### src/rtl/serial_seq_pkg.sv
// Shared state encodings and default field widths for the single-wire
// serial pattern transmitter.
package serial_seq_pkg;
   localparam logic [1:0] ST_IDLE  = 2'b00;
   localparam logic [1:0] ST_SHIFT = 2'b01;
   localparam logic [1:0] ST_GAP   = 2'b10;

   localparam int DEF_DATA_W = 8;
   localparam int DEF_DIV_W  = 8;
   localparam int DEF_GAP_W  = 8;
endpackage

### src/rtl/bit_tick_gen.sv
// Loadable down-counter producing a terminal-count tick every div+1 cycles;
// the reload value is captured on load so later input changes are ignored.
module bit_tick_gen
   import serial_seq_pkg::*;
#(
   parameter int DIV_W = DEF_DIV_W
) (
   input  logic             clk,
   input  logic             rst_n,
   input  logic             load,
   input  logic             run,
   input  logic [DIV_W-1:0] div_in,
   output logic             tick
);

   logic [DIV_W-1:0] div_q, div_d;
   logic [DIV_W-1:0] cnt_q, cnt_d;

   assign tick = (cnt_q == '0);

   always_comb begin
      div_d = div_q;
      cnt_d = cnt_q;
      if (load) begin
         div_d = div_in;
         cnt_d = div_in;
      end else if (run) begin
         cnt_d = tick ? div_q : cnt_q - DIV_W'(1);
      end
   end

   always_ff @(posedge clk or negedge rst_n) begin
      if (!rst_n) begin
         div_q <= '0;
         cnt_q <= '0;
      end else begin
         div_q <= div_d;
         cnt_q <= cnt_d;
      end
   end

endmodule

### src/rtl/serial_seq_tx.sv
// Serial sequence transmitter: accepts a pattern word over valid/ready and
// shifts it out MSB-first on x1 at a programmable bit period, then idles.
module serial_seq_tx
   import serial_seq_pkg::*;
#(
   parameter int DATA_W = DEF_DATA_W,
   parameter int LEN_W  = $clog2(DATA_W) + 1,
   parameter int DIV_W  = DEF_DIV_W,
   parameter int GAP_W  = DEF_GAP_W
) (
   input  logic              clk,
   input  logic              rst_n,
   input  logic              in_valid,
   output logic              in_ready,
   input  logic [DATA_W-1:0] data_in,
   input  logic [LEN_W-1:0]  len_in,
   input  logic [DIV_W-1:0]  div_in,
   input  logic [GAP_W-1:0]  gap_in,
   output logic              x1,
   output logic              bit_strobe,
   output logic              busy,
   output logic              done
);

   logic [1:0]        state_q, state_d;
   logic [DATA_W-1:0] shreg_q, shreg_d;
   logic [LEN_W-1:0]  bit_cnt_q, bit_cnt_d;
   logic [GAP_W-1:0]  gap_q, gap_d;
   logic [GAP_W-1:0]  gap_cnt_q, gap_cnt_d;
   logic              x1_q, x1_d;
   logic              strobe_q, strobe_d;
   logic              done_q, done_d;

   logic              accept;
   logic              tick;
   logic [LEN_W-1:0]  len_c;
   logic [LEN_W-1:0]  shamt;
   logic [DATA_W-1:0] aligned;

   // Left-justify the pattern so the first bit to send sits at the MSB.
   assign len_c   = (len_in > LEN_W'(DATA_W)) ? LEN_W'(DATA_W) : len_in;
   assign shamt   = LEN_W'(DATA_W) - len_c;
   assign aligned = data_in << shamt;

   bit_tick_gen #(
      .DIV_W (DIV_W)
   ) u_tick (
      .clk    (clk),
      .rst_n  (rst_n),
      .load   (accept),
      .run    (state_q == ST_SHIFT),
      .div_in (div_in),
      .tick   (tick)
   );

   always_comb begin
      state_d   = state_q;
      shreg_d   = shreg_q;
      bit_cnt_d = bit_cnt_q;
      gap_d     = gap_q;
      gap_cnt_d = gap_cnt_q;
      x1_d      = x1_q;
      strobe_d  = 1'b0;
      done_d    = 1'b0;
      accept    = 1'b0;

      case (state_q)
         ST_IDLE: begin
            x1_d = 1'b0;
            if (in_valid) begin
               accept = 1'b1;
               gap_d  = gap_in;
               if (len_c == '0) begin
                  done_d = 1'b1;
               end else begin
                  state_d   = ST_SHIFT;
                  bit_cnt_d = len_c;
                  // x1 takes the first bit now; shreg holds only the rest.
                  x1_d      = aligned[DATA_W-1];
                  shreg_d   = aligned << 1;
                  strobe_d  = 1'b1;
               end
            end
         end

         ST_SHIFT: begin
            if (tick) begin
               if (bit_cnt_q > LEN_W'(1)) begin
                  x1_d      = shreg_q[DATA_W-1];
                  shreg_d   = shreg_q << 1;
                  bit_cnt_d = bit_cnt_q - LEN_W'(1);
                  strobe_d  = 1'b1;
               end else begin
                  x1_d      = 1'b0;
                  bit_cnt_d = '0;
                  if (gap_q != '0) begin
                     state_d   = ST_GAP;
                     gap_cnt_d = gap_q - GAP_W'(1);
                  end else begin
                     state_d = ST_IDLE;
                     done_d  = 1'b1;
                  end
               end
            end
         end

         ST_GAP: begin
            x1_d = 1'b0;
            if (gap_cnt_q == '0) begin
               state_d = ST_IDLE;
               done_d  = 1'b1;
            end else begin
               gap_cnt_d = gap_cnt_q - GAP_W'(1);
            end
         end

         default: begin
            state_d = ST_IDLE;
            x1_d    = 1'b0;
         end
      endcase
   end

   always_ff @(posedge clk or negedge rst_n) begin
      if (!rst_n) begin
         state_q   <= ST_IDLE;
         shreg_q   <= '0;
         bit_cnt_q <= '0;
         gap_q     <= '0;
         gap_cnt_q <= '0;
         x1_q      <= 1'b0;
         strobe_q  <= 1'b0;
         done_q    <= 1'b0;
      end else begin
         state_q   <= state_d;
         shreg_q   <= shreg_d;
         bit_cnt_q <= bit_cnt_d;
         gap_q     <= gap_d;
         gap_cnt_q <= gap_cnt_d;
         x1_q      <= x1_d;
         strobe_q  <= strobe_d;
         done_q    <= done_d;
      end
   end

   assign in_ready   = (state_q == ST_IDLE);
   assign busy       = (state_q != ST_IDLE);
   assign x1         = x1_q;
   assign bit_strobe = strobe_q;
   assign done       = done_q;

endmodule

### config.mk
export PLATFORM = sky130hd
export DESIGN_NAME = serial_seq_tx
export DESIGN_NICKNAME = d
export VERILOG_FILES = /design/src/rtl/serial_seq_pkg.sv /design/src/rtl/bit_tick_gen.sv /design/src/rtl/serial_seq_tx.sv
export SDC_FILE = /design/constraint.sdc
export NUM_CORES = 1
export LEC_CHECK = 0
export ABC_AREA = 1
export BUFFER_PORTS_ARGS = -buffer_cell sky130_fd_sc_hd__buf_4
export CORE_ASPECT_RATIO = 0.75
export CORE_MARGIN = 10
export CORE_UTILIZATION = 55
export CTS_CLUSTER_DIAMETER = 150
export CTS_CLUSTER_SIZE = 16
export DETAILED_ROUTE_END_ITERATION = 12
export GPL_TIMING_DRIVEN = 0
export PLACE_DENSITY = 0.74
export SYNTH_ARGS = -nofsm -noshare
export SYNTH_HDL_FRONTEND = slang
export SYNTH_HIERARCHICAL = 1
export SYNTH_SLANG_ARGS = --single-unit
### constraint.sdc
create_clock -name clk -period 4.9 [get_ports clk]
set_input_delay 0.245 -clock clk [delete_from_list [all_inputs] [get_ports clk]]
set_output_delay 0.245 -clock clk [all_outputs]
set_load 0.05 [all_outputs]
After elaboration in Yosys (flattened, before gate mapping)
Index checks and enable logic that the tools add are counted.

operators by class
  add/subtract/negate cells = 5
  $lt $le $gt $ge = 2
  eq/ne operators = 10
  shifts and indexed selects = 1
  muxes and demuxes = 45
  reduce and logical (&&, ||, !) cells = 14

operators with widths
  operator             count
  $mux 8               11
  $pmux 8 s2           2
  $sub 8x1->8 const B  3
  $mux 4               5
  $logic_not 8->1      2
  $mux 1               16
  $ne 2x2->1 const B   8
  $reduce_and 5->1     3
  $mux 2               6
  $pmux 4 s2           1
  $reduce_bool 2->1    4
  $reduce_bool 8->1    1
  $shl 8x4->8          1
  $pmux 2 s3           1
  $gt 4x1->1 const B   1
  $gt 4x4->1 const B   1
  $logic_not 4->1      1
  $pmux 1 s2           2
  $reduce_and 4->1     1
  $sub 4x1->4 const B  1
  $sub 4x4->4 const A  1
  $pmux 1 s3           1
  $eq 2x1->1 const B   1
  $eq 2x2->1 const B   1
  2 further kinds      2

storage, ports and cells
  register bits after elaboration = 49
  input bits = 31
  output and inout bits = 5
  logic and storage cells = 87

Longest topological paths before layout
Gate-level depths: netlist (run 1).

  word-level depth = 7
  gate-level depth with buffers = 15
  depth with buffers taken out = 14

Hierarchy
Netlist (run 1), hierarchy kept.

by module, submodules not included
  module         times used  cells each  area an instance (µm²)  sequential area each (µm²)
  serial_seq_tx  1           277         2118.3                  800.8
  bit_tick_gen   1           120         945.9                   400.4

Worst setup path before layout (run 1)
No wires, ideal clock.

  path kind = input port to flip-flop
  start = input port len_in[0]
  end = register bit_cnt_q[3]
  library setup time = 125 ps
  arrival time = 1806 ps
  required time = 4775 ps
  path slack = 2970 ps
  stages on the path = 10
  path buffers = 1
  path through = nor2_2 > nand2_2 > nand2_4 > nand2_4 > buf_6 > ha_1 > nand3_1 > a21oi_1 > nor3_2 > mux2_2

between the ends
  cells in the longest elaborated chain, start to end = 5
  elaborated cells between the ends (all ways) = 8
  those cells by class = order compare (1); eq/ne (1); mux (4); reduce/logical (2)

ends and longest elaborated chain
  item                                                      line                  text
  start: declaration                                        serial_seq_tx.sv:16   input logic [LEN_W-1:0] len_in,
  $gt 4x4->1                                                serial_seq_tx.sv:41   assign len_c = (len_in > LEN_W'(DATA_W)) ? LEN_W'(DATA_W) : len_in;
  $mux 4 (*)                                                serial_seq_tx.sv:41
  $logic_not 4->1 or $mux 4 (tied branches)                 serial_seq_tx.sv:73   if (len_c == '0) begin
  $ne 2x2->1 (no line) or $mux 4 (tied branches)            --
  $reduce_and 4->1 (no line) or $pmux 4 s2 (tied branches)  --
  end signal: assignment                                    serial_seq_tx.sv:137  bit_cnt_q <= bit_cnt_d;
  end: declaration                                          serial_seq_tx.sv:27   logic [LEN_W-1:0] bit_cnt_q, bit_cnt_d;

Every way passes the cells marked *; elsewhere a longest branch is shown, timed or not. The select of a mux whose other input is x is not followed.
A chain may end at the register's enable or synchronous reset.

Worst setup path after layout (run 1)
  start = register u_tick.cnt_q[0]
  end = register bit_cnt_q[3]

between the ends
  cells in the longest elaborated chain, start to end = 3

ends and longest elaborated chain
  item                        line                 text
  start: declaration          bit_tick_gen.sv:17   logic [DIV_W-1:0] cnt_q, cnt_d;
  start signal: assignment    bit_tick_gen.sv:38   cnt_q <= cnt_d;
  $logic_not 8->1             bit_tick_gen.sv:19   assign tick = (cnt_q == '0);
  via tick                    serial_seq_tx.sv:35  logic tick;
  $ne 2x2->1 (no line)        --
  $reduce_and 4->1 (no line)  --

The timed path passes the listed nets, and every way through them passes these cells.

==> run_results.csv, run 1 <==
group,metric,value,unit
detailed_routing,drcViolationCount,0,
clock_network,clkLatencyLatePin,0.31,ns
placed_design,io_buffers,35,
detailed_routing,drtIter0Drc,185,
die,die_w,106.2,µm
cells_and_area,final_common_cell,"nand2_1",
cells_and_area,antennaDiodeCount,0,
worst_hold_path,hp-class,"primary input to flip-flop",
cells_and_area,sequential_cell_area,0.001201,mm²
worst_setup_path,reg2reg_to,"bit_cnt_q[3]",
die,rows,23,
power_and_ir_drop,peakVddDrop,0.3756,mV
die,die_h,84.64,µm
synth,synth_edf_count,0,
worst_setup_path,path_class,"flip-flop to flip-flop",
synth,synth_area,0.003064,mm²
run,cap_violations,0,
die,initial_core_util,56.94,%
global_routing,grt_usage,15.87,%
worst_setup_path,required,5.09,ns
sta,min_period,2.051,ns
sta,relSlewSlack,60.32,%
synth,synth-xor-area-share,2.246,%
cells_and_area,area_growth,15.48,%
sta,tns,0,ns
sta,whs,0.1488,ns
clock_network,clock_sink_count,48,
worst_setup_path,crit_family,"simple AND/OR/NAND/NOR gates",
run_status,status,"finished clean",
sta,hold_viol,0,
synth,synthMuxAreaShare,0.3675,%
global_routing,grt_pass1_wl,11990,µm
synth,synthAdderAreaFrac,2.450,%
global_routing,grt_antenna_before_repair,0,
clock_network,h-tree-depth,2,
detailed_routing,ant_nets,0,
detailed_routing,vias,2672,
worst_setup_path,arrival,2.25,ns
worst_setup_path,end_kind,"flip-flop",
power_and_ir_drop,p_leak,1.799,nW
placed_design,gp_congestion,0.9085,
synth,synth-simple-area-share,28.79,%
die,core_area,0.005381,mm²
worst_setup_path,crit_start,"u_tick/cnt_q[0]",
clock_network,cts_tree,"yes",
detailed_routing,wirelength,6872,µm
sta,period_share,41.87,%
synth,syn_area_per_cell,7.718,µm²
sta,finalSetupViolCount,0,
global_routing,overflow,0,
worst_setup_path,r2r-start,"u_tick/cnt_q[0]",
cells_and_area,fin_area,0.003538,mm²
worst_setup_path,cp-start-kind,"flip-flop",
synth,ys_seq_area_share,39.20,%
synth,yosysTopAreaCell,"dfrtp_1",
power_and_ir_drop,p_per_area,643.0,mW/mm²
worst_hold_path,min_to,"gap_q[5]",
placed_design,dp_hpwl,5361,µm
global_routing,grt_max_degree,49,
clock_network,clk_pin_slew,0.09,ns
cells_and_area,multi_input_area,0.001562,mm²
worst_setup_path,r2r_setup_slack,2.85,ns
synth,syn_inst,397,
detailed_routing,wl_per_cell,13.32,µm
synth,async_flop_share,100.0,%
worst_hold_path,holdPathStages,3,
worst_setup_path,rr_worst_depth,7,
worst_setup_path,cp_max_fo,11,
synth,synth_top_area_share,39.20,%
cells_and_area,layout_common_cells,"nand2_1 (85), inv_1 (57), dfrtp_1 (48)",
synth,synth_nets,434,
worst_setup_path,path_cells,"inv_1, ha_1, nand3_4, nor2_8, nor2_2, nor3_2, mux2_2",
worst_setup_path,path_buf_inv,1,
detailed_routing,via_per_inst,5.178,
synth,synth_top_family_by_area,"simple AND/OR/NAND/NOR gates",
clock_network,cts_buffers,5,
synth,ys.warnings.count,6,
clock_network,cts-root-buf,"clkbuf_8",
synth,ys_ff_latch,48,
sta,clock.fmax,0.4875,GHz
die,num_io_pins,36,
detailed_routing,firstDrtPassIters,5,
die,dieArea,0.008988,mm²
synth,synth_area_leaders,"dfrtp_1 (39%), nand2_1 (10%), inv_1 (7.0%), o21ai_0 (5.6%), nand3_1 (5.4%)",
synth,synth_compound_area_share,17.11,%
cells_and_area,fillers,479,
sta,tightestPinTransition,0.5953,ns
worst_setup_path,worst_path_max_delay_cell,"dfrtp_1",
clock_network,clock_path_buffers,2,
sta,skew,0.007167,ns
synth,synthFlopType,"dfrtp_1",
sta,rsz0062_at_grt,"false",
cells_and_area,drive_gt1_share,20.63,%
global_routing,grt_pass1_vias,2606,
synth,synth_cell_type_count,44,
placed_design,place_area,0.003421,mm²
worst_setup_path,slowest_delay,0.39,ns
sta,slew_viol_final,0,
worst_hold_path,min-delay-start,"gap_in[5]",
cells_and_area,nNetsFinal,477,
## how the worst max path moves through the flow
stage	endpoint	slack, ns	depth (start not counted)
floorplan	bit_cnt_q[3]	2.97	10
global placement	bit_cnt_q[3]	2.64	11
detailed placement	bit_cnt_q[3]	2.63	11
CTS	bit_cnt_q[3]	2.85	7
global route	u_tick/cnt_q[0]	2.70	8
finish	bit_cnt_q[3]	2.85	7
## where the power goes
part	internal, mW	switching, mW	total (mW)
sequential	0.582	0.108	0.690
clock	0.152	0.135	0.287
combinational	0.457	0.842	1.30
## repair_timing
item,4_1_cts,5_1_grt
hold buffers,1,0
endpoints found under the hold margin,48,0
buffers inserted,0,0
gates resized for setup,0,0
## worst reg2reg max path, stage by stage, from the launching register on
cell and delay (ns):
dfrtp_1 0.39, inv_1 0.13, ha_1 0.21, nand3_4 0.10, nor2_8 0.24, nor2_2 0.12
nor3_2 0.36, mux2_2 0.38
## layout make-up
| cell class | count | area share, % |
|---|---|---|
| plain buffers | 8 | 1.450 |
| clock buffers | 6 | 2.051 |
| clock inverters | 2 | 0.9901 |
| inverters | 66 | 7.072 |
| multi-input cells | 275 | 44.13 |
| flip-flops and latches | 48 | 33.95 |
| well taps | 75 | 2.652 |
| repair buffers | 36 | 7.709 |
## Yosys cell counts (2+ instances only)
cell type / number
nor2_1: 21
inv_2: 7
xor2_1: 4
o211ai_2: 2
o21ai_0: 34
nand3_1: 33
o21ai_1: 16
nand2_1: 85
buf_6: 2
o21ai_2: 3
inv_1: 57
buf_2: 2
nand2_4: 6
nand4_1: 6
nor2_8: 2
nand3_2: 3
xnor2_1: 2
nor2_4: 3
a21oi_2: 2
nor3_1: 2
nand2_2: 4
o22ai_1: 4
dfrtp_1: 48
a21oi_1: 13
nor2_2: 4
o21bai_1: 4
o211ai_1: 4
clkbuf_1: 3
ha_1: 6
## registers in the layout (all words and copies together) (netlist names)
signal,cells
bit_cnt_q,4
bit_strobe,1
done,1
gap_cnt_q,8
gap_q,8
shreg_q,7
state_q,2
u_tick/cnt_q,8
u_tick/div_q,8
x1,1
## metrics by stage
stage	power [mW]	setup WS, ns	util, %	std cells
final	2.275	2.849	65.75	516
after global routing	2.491	2.698	65.75	516
after CTS	2.286	2.851	65.75	516
after detailed placement	1.996	2.631	63.57	507
after floorplan	1.694	2.970	-	397
after global placement	1.952	2.639	63.57	507
## per-layer routing
metal	track usage, %	up-vias	wire length (µm)
li1	-	1379	-
met1	21.27	1243	3357
met2	24.89	43	3149
met3	3.893	7	306
met4	4.294	0	59
met5	0	-	0
## logic make-up (layout without fill, tap and decap cells)
kind of cell	count (synthesis)	in the layout
multiplexers	1	1
XOR/XNOR	7	7
buffers and inverters	74	118
AND/OR/NAND/NOR	174	174
adder cells (fa/ha/maj)	6	6
AO/OA/AOI/OAI	87	87
flip-flops	48	48
Note: power is estimated with default switching activity, not from simulation.
==> inputs of run 2 (changes only) <==
--- a/config.mk
+++ b/config.mk
@@ -9,7 +9,7 @@
 export BUFFER_PORTS_ARGS = -buffer_cell sky130_fd_sc_hd__buf_4
 export CORE_ASPECT_RATIO = 0.75
 export CORE_MARGIN = 10
-export CORE_UTILIZATION = 55
+export CORE_UTILIZATION = 53
 export CTS_CLUSTER_DIAMETER = 150
 export CTS_CLUSTER_SIZE = 16
 export DETAILED_ROUTE_END_ITERATION = 12
==> constraint.sdc (replaced) <==
create_clock -name clk -period 1.8 [get_ports clk]
set_input_delay 0.09 -clock clk [delete_from_list [all_inputs] [get_ports clk]]
set_output_delay 0.09 -clock clk [all_outputs]
set_load 0.05 [all_outputs]
==> run_results.csv, run 2 (synthesis gave the netlist of run 1 again) <==
group,metric,value,unit
run_status,status,"finished clean",
global_routing,use_met2,24.22,%
clock_network,clk_pin_slew,0.09,ns
die,core_area,0.005468,mm²
worst_hold_path,min_to,"u_tick/div_q[7]",
die,initial_core_util,56.04,%
cells_and_area,antennaDiodeCount,0,
die,die_w,107.8,µm
detailed_routing,wl_per_cell,14.02,µm
worst_setup_path,reg2reg_to,"gap_cnt_q[3]",
placed_design,gp_congestion,0.8826,
sta,tns,0,ns
sta,tightestPinTransition,0.5977,ns
worst_hold_path,min-delay-start,"div_in[7]",
cells_and_area,final_common_cell,"nand2_1",
placed_design,pre_cts_ws,-0.2753,ns
worst_hold_path,holdPathStages,3,
die,num_io_pins,36,
detailed_routing,via_per_inst,5.276,
worst_setup_path,cp_max_fo,10,
worst_setup_path,arrival,1.91,ns
die,dieArea,0.009255,mm²
clock_network,clock_sink_count,48,
global_routing,grt_pass1_vias,2668,
worst_hold_path,hp-class,"primary input to flip-flop",
sta,hold_viol,0,
cells_and_area,nNetsFinal,494,
worst_setup_path,r2r-start,"bit_cnt_q[0]",
detailed_routing,vias,2812,
sta,period_share,95.52,%
sta,fin_ws,0.08069,ns
worst_setup_path,cp-start-kind,"primary input",
global_routing,grtUsageMet3,4.111,%
sta,clock.fmax,0.5816,GHz
worst_setup_path,path_cells,"buf_4, nor2_2, nand2_2, nand2_4, nand2_4, buf_6, ha_1, nand3_1, a21oi_1, nor3_4, mux2_2",
global_routing,grt.busiest_layer,"met2",
global_routing,grt_max_degree,49,
clock_network,cts-root-buf,"clkbuf_8",
global_routing,met1_usage,21.24,%
worst_setup_path,critPathMostFrequentCell,"nand2_4",
worst_setup_path,path_class,"primary input to flip-flop",
detailed_routing,firstDrtPassIters,5,
cells_and_area,fillers,446,
worst_setup_path,end_kind,"flip-flop",
clock_network,clock_path_buffers,2,
detailed_routing,ant_nets,0,
sta,min_period,1.719,ns
global_routing,grt_pass1_wl,12170,µm
placed_design,dp_hpwl,5426,µm
clock_network,clkLatencyLatePin,0.30,ns
worst_setup_path,required,1.99,ns
power_and_ir_drop,p_per_area,1769,mW/mm²
detailed_routing,drcViolationCount,0,
run,cap_violations,0,
worst_setup_path,worst_path_max_delay_cell,"mux2_2",
detailed_routing,wirelength,7471,µm
detailed_routing,drtIter0Drc,128,
cells_and_area,area_growth,23.76,%
power_and_ir_drop,peakVddDrop,1.137,mV
global_routing,overflow,0,
worst_setup_path,slowest_delay,0.35,ns
global_routing,grt_usage,15.78,%
placed_design,io_buffers,35,
worst_setup_path,rr_worst_depth,8,
sta,slew_viol_final,0,
sta,relSlewSlack,60.15,%
sta,finalSetupViolCount,0,
die,die_h,85.85,µm
die,rows,23,
worst_setup_path,r2r_setup_slack,0.10,ns
power_and_ir_drop,p_leak,1.889,nW
cells_and_area,drive_gt1_share,25.76,%
clock_network,cts_buffers,5,
placed_design,post-place-cells,507,
sta,skew,0.004438,ns
cells_and_area,final-instance-count-excl-fill,533,
global_routing,grt_antenna_before_repair,0,
cells_and_area,layout_common_cells,"nand2_1 (84), inv_1 (54), buf_4 (49)",
clock_network,cts_tree,"yes",
clock_network,h-tree-depth,2,
[run 2: cell type report]
class,count,area [µm²],share of cell area [%]
flip-flops and latches,48,1202,31.71
inverters,66,256.5,6.763
well taps,75,93.84,2.474
plain buffers,8,72.57,1.914
repair buffers,53,412.9,10.89
clock buffers,6,72.57,1.914
clock inverters,2,35.03,0.9238
multi-input cells,275,1647,43.42
[run 2: worst max-delay path by stage]
| stage | startpoint | to | slack, ns | depth (start not counted) |
|---|---|---|---|---|
| detailed placement | len_in[0] | bit_cnt_q[3] | -0.28 | 11 |
| finish | len_in[0] | bit_cnt_q[3] | 0.08 | 11 |
| floorplan | u_tick/cnt_q[0] | bit_cnt_q[3] | 0.04 | 7 |
| CTS | state_q[1] | u_tick/cnt_q[0] | 0.01 | 8 |
| global placement | len_in[0] | bit_cnt_q[3] | -0.24 | 11 |
| global route | bit_cnt_q[0] | shreg_q[7] | -0.02 | 11 |
[run 2: power breakdown]
part	internal (mW)	leakage [nW]	switching, mW	total [mW]
clock	0.412	0.0552	0.358	0.771
sequential	1.59	0.597	0.331	1.92
combinational	1.52	1.24	2.50	4.02
[run 2: worst max-delay path, delay by kind of cell]
| kind | cells | cell delay (ns) |
|---|---|---|
| buffers and inverters | 2 | 0.29 |
| AOI/OAI and AO/OA | 1 | 0.13 |
| adders and majority gates | 1 | 0.25 |
| muxes | 1 | 0.35 |
| and+or+nand+nor | 6 | 0.78 |
[run 2: what timing repair did]
| item | in CTS | in global routing |
|---|---|---|
| setup buffers | 3 | 9 |
| resized for setup | 8 | 26 |
| hold buffers | 6 | 0 |
| cloned | 0 | 0 |
| hold endpoints to repair | 53 | 0 |
| pin swaps | 3 | 5 |
| endpoints found under the setup margin | 32 | 25 |
[run 2: routing by layer]
layer,share of wire (%),vias up
met5,0,-
met4,0.86,0
met3,6.6,8
met2,46,79
met1,47,1307
li1,-,1418
[run 2: metrics by stage]
step | instance area (µm²) | utilization [%] | power [mW] | hold slack (ns)
2_1_floorplan | 3070 | - | 4.636 | -0.2056
3_3_place_gp | 3427 | 62.68 | 5.345 | 0.1388
3_5_place_dp | 3427 | 62.68 | 5.454 | 0.1439
4_1_cts | 3628 | 66.36 | 6.328 | 0.0006617
5_1_grt | 3792 | 69.36 | 7.332 | 0.01056
6_report | 3792 | 69.36 | 6.707 | 0.006966
==> inputs of run 3 (changes only) <==
--- a/config.mk
+++ b/config.mk
@@ -7,13 +7,14 @@
 export LEC_CHECK = 0
 export ABC_AREA = 1
 export BUFFER_PORTS_ARGS = -buffer_cell sky130_fd_sc_hd__buf_4
+export CELL_PAD_IN_SITES_DETAIL_PLACEMENT = 0
+export CELL_PAD_IN_SITES_GLOBAL_PLACEMENT = 1
 export CORE_ASPECT_RATIO = 0.75
 export CORE_MARGIN = 10
-export CORE_UTILIZATION = 53
+export CORE_UTILIZATION = 39
 export CTS_CLUSTER_DIAMETER = 150
 export CTS_CLUSTER_SIZE = 16
 export DETAILED_ROUTE_END_ITERATION = 12
-export GPL_TIMING_DRIVEN = 0
 export PLACE_DENSITY = 0.74
 export SYNTH_ARGS = -nofsm -noshare
 export SYNTH_HDL_FRONTEND = slang
==> run_results.csv, run 3 (synthesis gave the netlist of run 1 again) <==
group,metric,value,unit
power_and_ir_drop,p_comb_share,60.9,%
worst_setup_path,cp-start-kind,"flip-flop",
die,dieArea,0.01184,mm²
cells_and_area,antennaDiodeCount,0,
worst_setup_path,endpoint,"bit_cnt_q[3]",
die,die_h,96.77,µm
sta,relSlewSlack,58.00,%
power_and_ir_drop,power,6.530,mW
detailed_routing,vias,2660,
global_routing,grt_pass1_wl,12510,µm
cells_and_area,fin_area,0.003829,mm²
die,rows,27,
worst_setup_path,crit_start,"u_tick/cnt_q[0]",
placed_design,gp_congestion,0.8505,
sta,tightestPinTransition,0.6301,ns
detailed_routing,ant_nets,0,
sta,slew_viol_final,0,
sta,tns,0,ns
power_and_ir_drop,peakVddDrop,1.395,mV
global_routing,overflow,0,
sta,fin_ws,0.1417,ns
placed_design,io_buffers,35,
power_and_ir_drop,p_leak,1.915,nW
global_routing,grt_pass1_vias,2632,
clock_network,clkLatencyLatePin,0.31,ns
cells_and_area,nNetsFinal,501,
worst_setup_path,path_class,"flip-flop to flip-flop",
sta,hold_viol,0,
worst_setup_path,rr_worst_depth,7,
detailed_routing,wirelength,7304,µm
cells_and_area,layout_common_cells,"nand2_1 (85), buf_4 (59), inv_1 (57)",
power_and_ir_drop,p_switching,3.097,mW
placed_design,dp_hpwl,5645,µm
worst_setup_path,cp_max_fo,4,
detailed_routing,drtIter0Drc,132,
detailed_routing,wl_per_cell,12.90,µm
worst_setup_path,required,1.99,ns
die,initial_core_util,40.86,%
detailed_routing,drcViolationCount,0,
sta,skew,0.01129,ns
worst_setup_path,r2r-start,"u_tick/cnt_q[0]",
cells_and_area,final_common_cell,"nand2_1",
detailed_routing,via_per_inst,4.700,
placed_design,place_area,0.003571,mm²
clock_network,h-tree-depth,2,
placed_design,pre_cts_ws,-0.008605,ns
run,cap_violations,0,
sta,period_share,92.13,%
clock_network,cts-root-buf,"clkbuf_8",
clock_network,clk_pin_slew,0.10,ns
sta,clock.fmax,0.6030,GHz
worst_hold_path,hp-class,"primary input to flip-flop",
die,die_w,122.4,µm
power_and_ir_drop,clkPwrFrac,10.1,%
sta,min_period,1.658,ns
global_routing,grt_max_degree,49,
power_and_ir_drop,p_per_area,1706,mW/mm²
power_and_ir_drop,seq_power_share,29.0,%
cells_and_area,area_growth,24.95,%
die,core_area,0.007500,mm²
die,num_io_pins,36,
power_and_ir_drop,p_int,3.432,mW
worst_setup_path,reg2reg_to,"bit_cnt_q[3]",
run_status,status,"finished clean",
worst_setup_path,arrival,1.85,ns
detailed_routing,firstDrtPassIters,4,
cells_and_area,final_core_util,51.05,%
sta,finalSetupViolCount,0,
clock_network,cts_buffers,5,
worst_setup_path,r2r_setup_slack,0.14,ns
global_routing,grt_antenna_before_repair,0,
global_routing,grt_usage,12.60,%
worst_setup_path,end_kind,"flip-flop",
power_and_ir_drop,switching_share,47.44,%
clock_network,clock_sink_count,48,
cells_and_area,drive_gt1_share,25.38,%
clock_network,cts_tree,"yes",
clock_network,clock_path_buffers,2,
## run 3: what timing repair did
item / CTS / global route
buffers inserted: 0 / 5
hold endpoints to repair: 55 / 0
resized for setup: 1 / 13
pin swaps: 0 / 5
hold buffers: 8 / 0
cloned: 0 / 0
endpoints found under the setup margin: 3 / 11
## run 3: power groups by stage
| stage | logic (mW) | clock network (mW) | registers, mW |
|---|---|---|---|
| after global routing | 4.50 | 0.727 | 1.96 |
| final | 3.98 | 0.660 | 1.89 |
| after CTS | 3.82 | 0.691 | 1.88 |
| after detailed placement | 3.79 | 0 | 1.90 |
| after floorplan | 2.74 | 0 | 1.90 |
| after global placement | 3.78 | 0 | 1.89 |
## run 3: stage by stage
stage,hold WS [ns],instances
final,0.004478,566
after global routing,0.01577,566
after CTS,0.0006422,561
after detailed placement,0.1608,545
after global placement,0.1587,545
after floorplan,-0.2056,397
## run 3: worst min path at each step
| stage | cells past startpoint | slack (ns) | from | endpoint |
|---|---|---|---|---|
| after detailed placement | 1 | 0.16 | rst_n | u_tick/div_q[3] |
| after floorplan | 0 | -0.21 | rst_n | bit_cnt_q[0] |
| after global routing | 3 | 0.02 | div_in[4] | u_tick/div_q[4] |
| after CTS | 3 | 0.0006 | gap_in[0] | gap_q[0] |
| final | 3 | 0.004 | gap_in[5] | gap_q[5] |
| after global placement | 1 | 0.16 | rst_n | u_tick/div_q[3] |
## run 3: cell type report
| type | count | area [µm²] |
|---|---|---|
| Clock buffer | 5 | 68.82 |
| Clock inverter | 3 | 18.77 |
| Fill cell | 746 | 3671 |
| Inverter | 66 | 257.7 |
| Multi-Input combinational cell | 275 | 1612 |
| Sequential cell | 48 | 1202 |
| Tap cell | 101 | 126.4 |
| Timing Repair Buffer | 68 | 543.0 |
## run 3: per-layer routing
layer  vias to the layer above  track usage, %  part of all wire, %
met5                         -               0                    0
met4                         0           3.232                 0.81
met3                         5           3.071                  4.4
met2                        32           17.94                   42
met1                      1199           18.36                   53
li1                       1424               -                    -
## run 3: critical path: stages (launching register included)
cell and delay, ns:
dfrtp_1 0.39, inv_1 0.12, ha_4 0.17, nand3_4 0.10, nor2_8 0.14, nor2_2 0.10
nor3_4 0.18, mux2_2 0.35
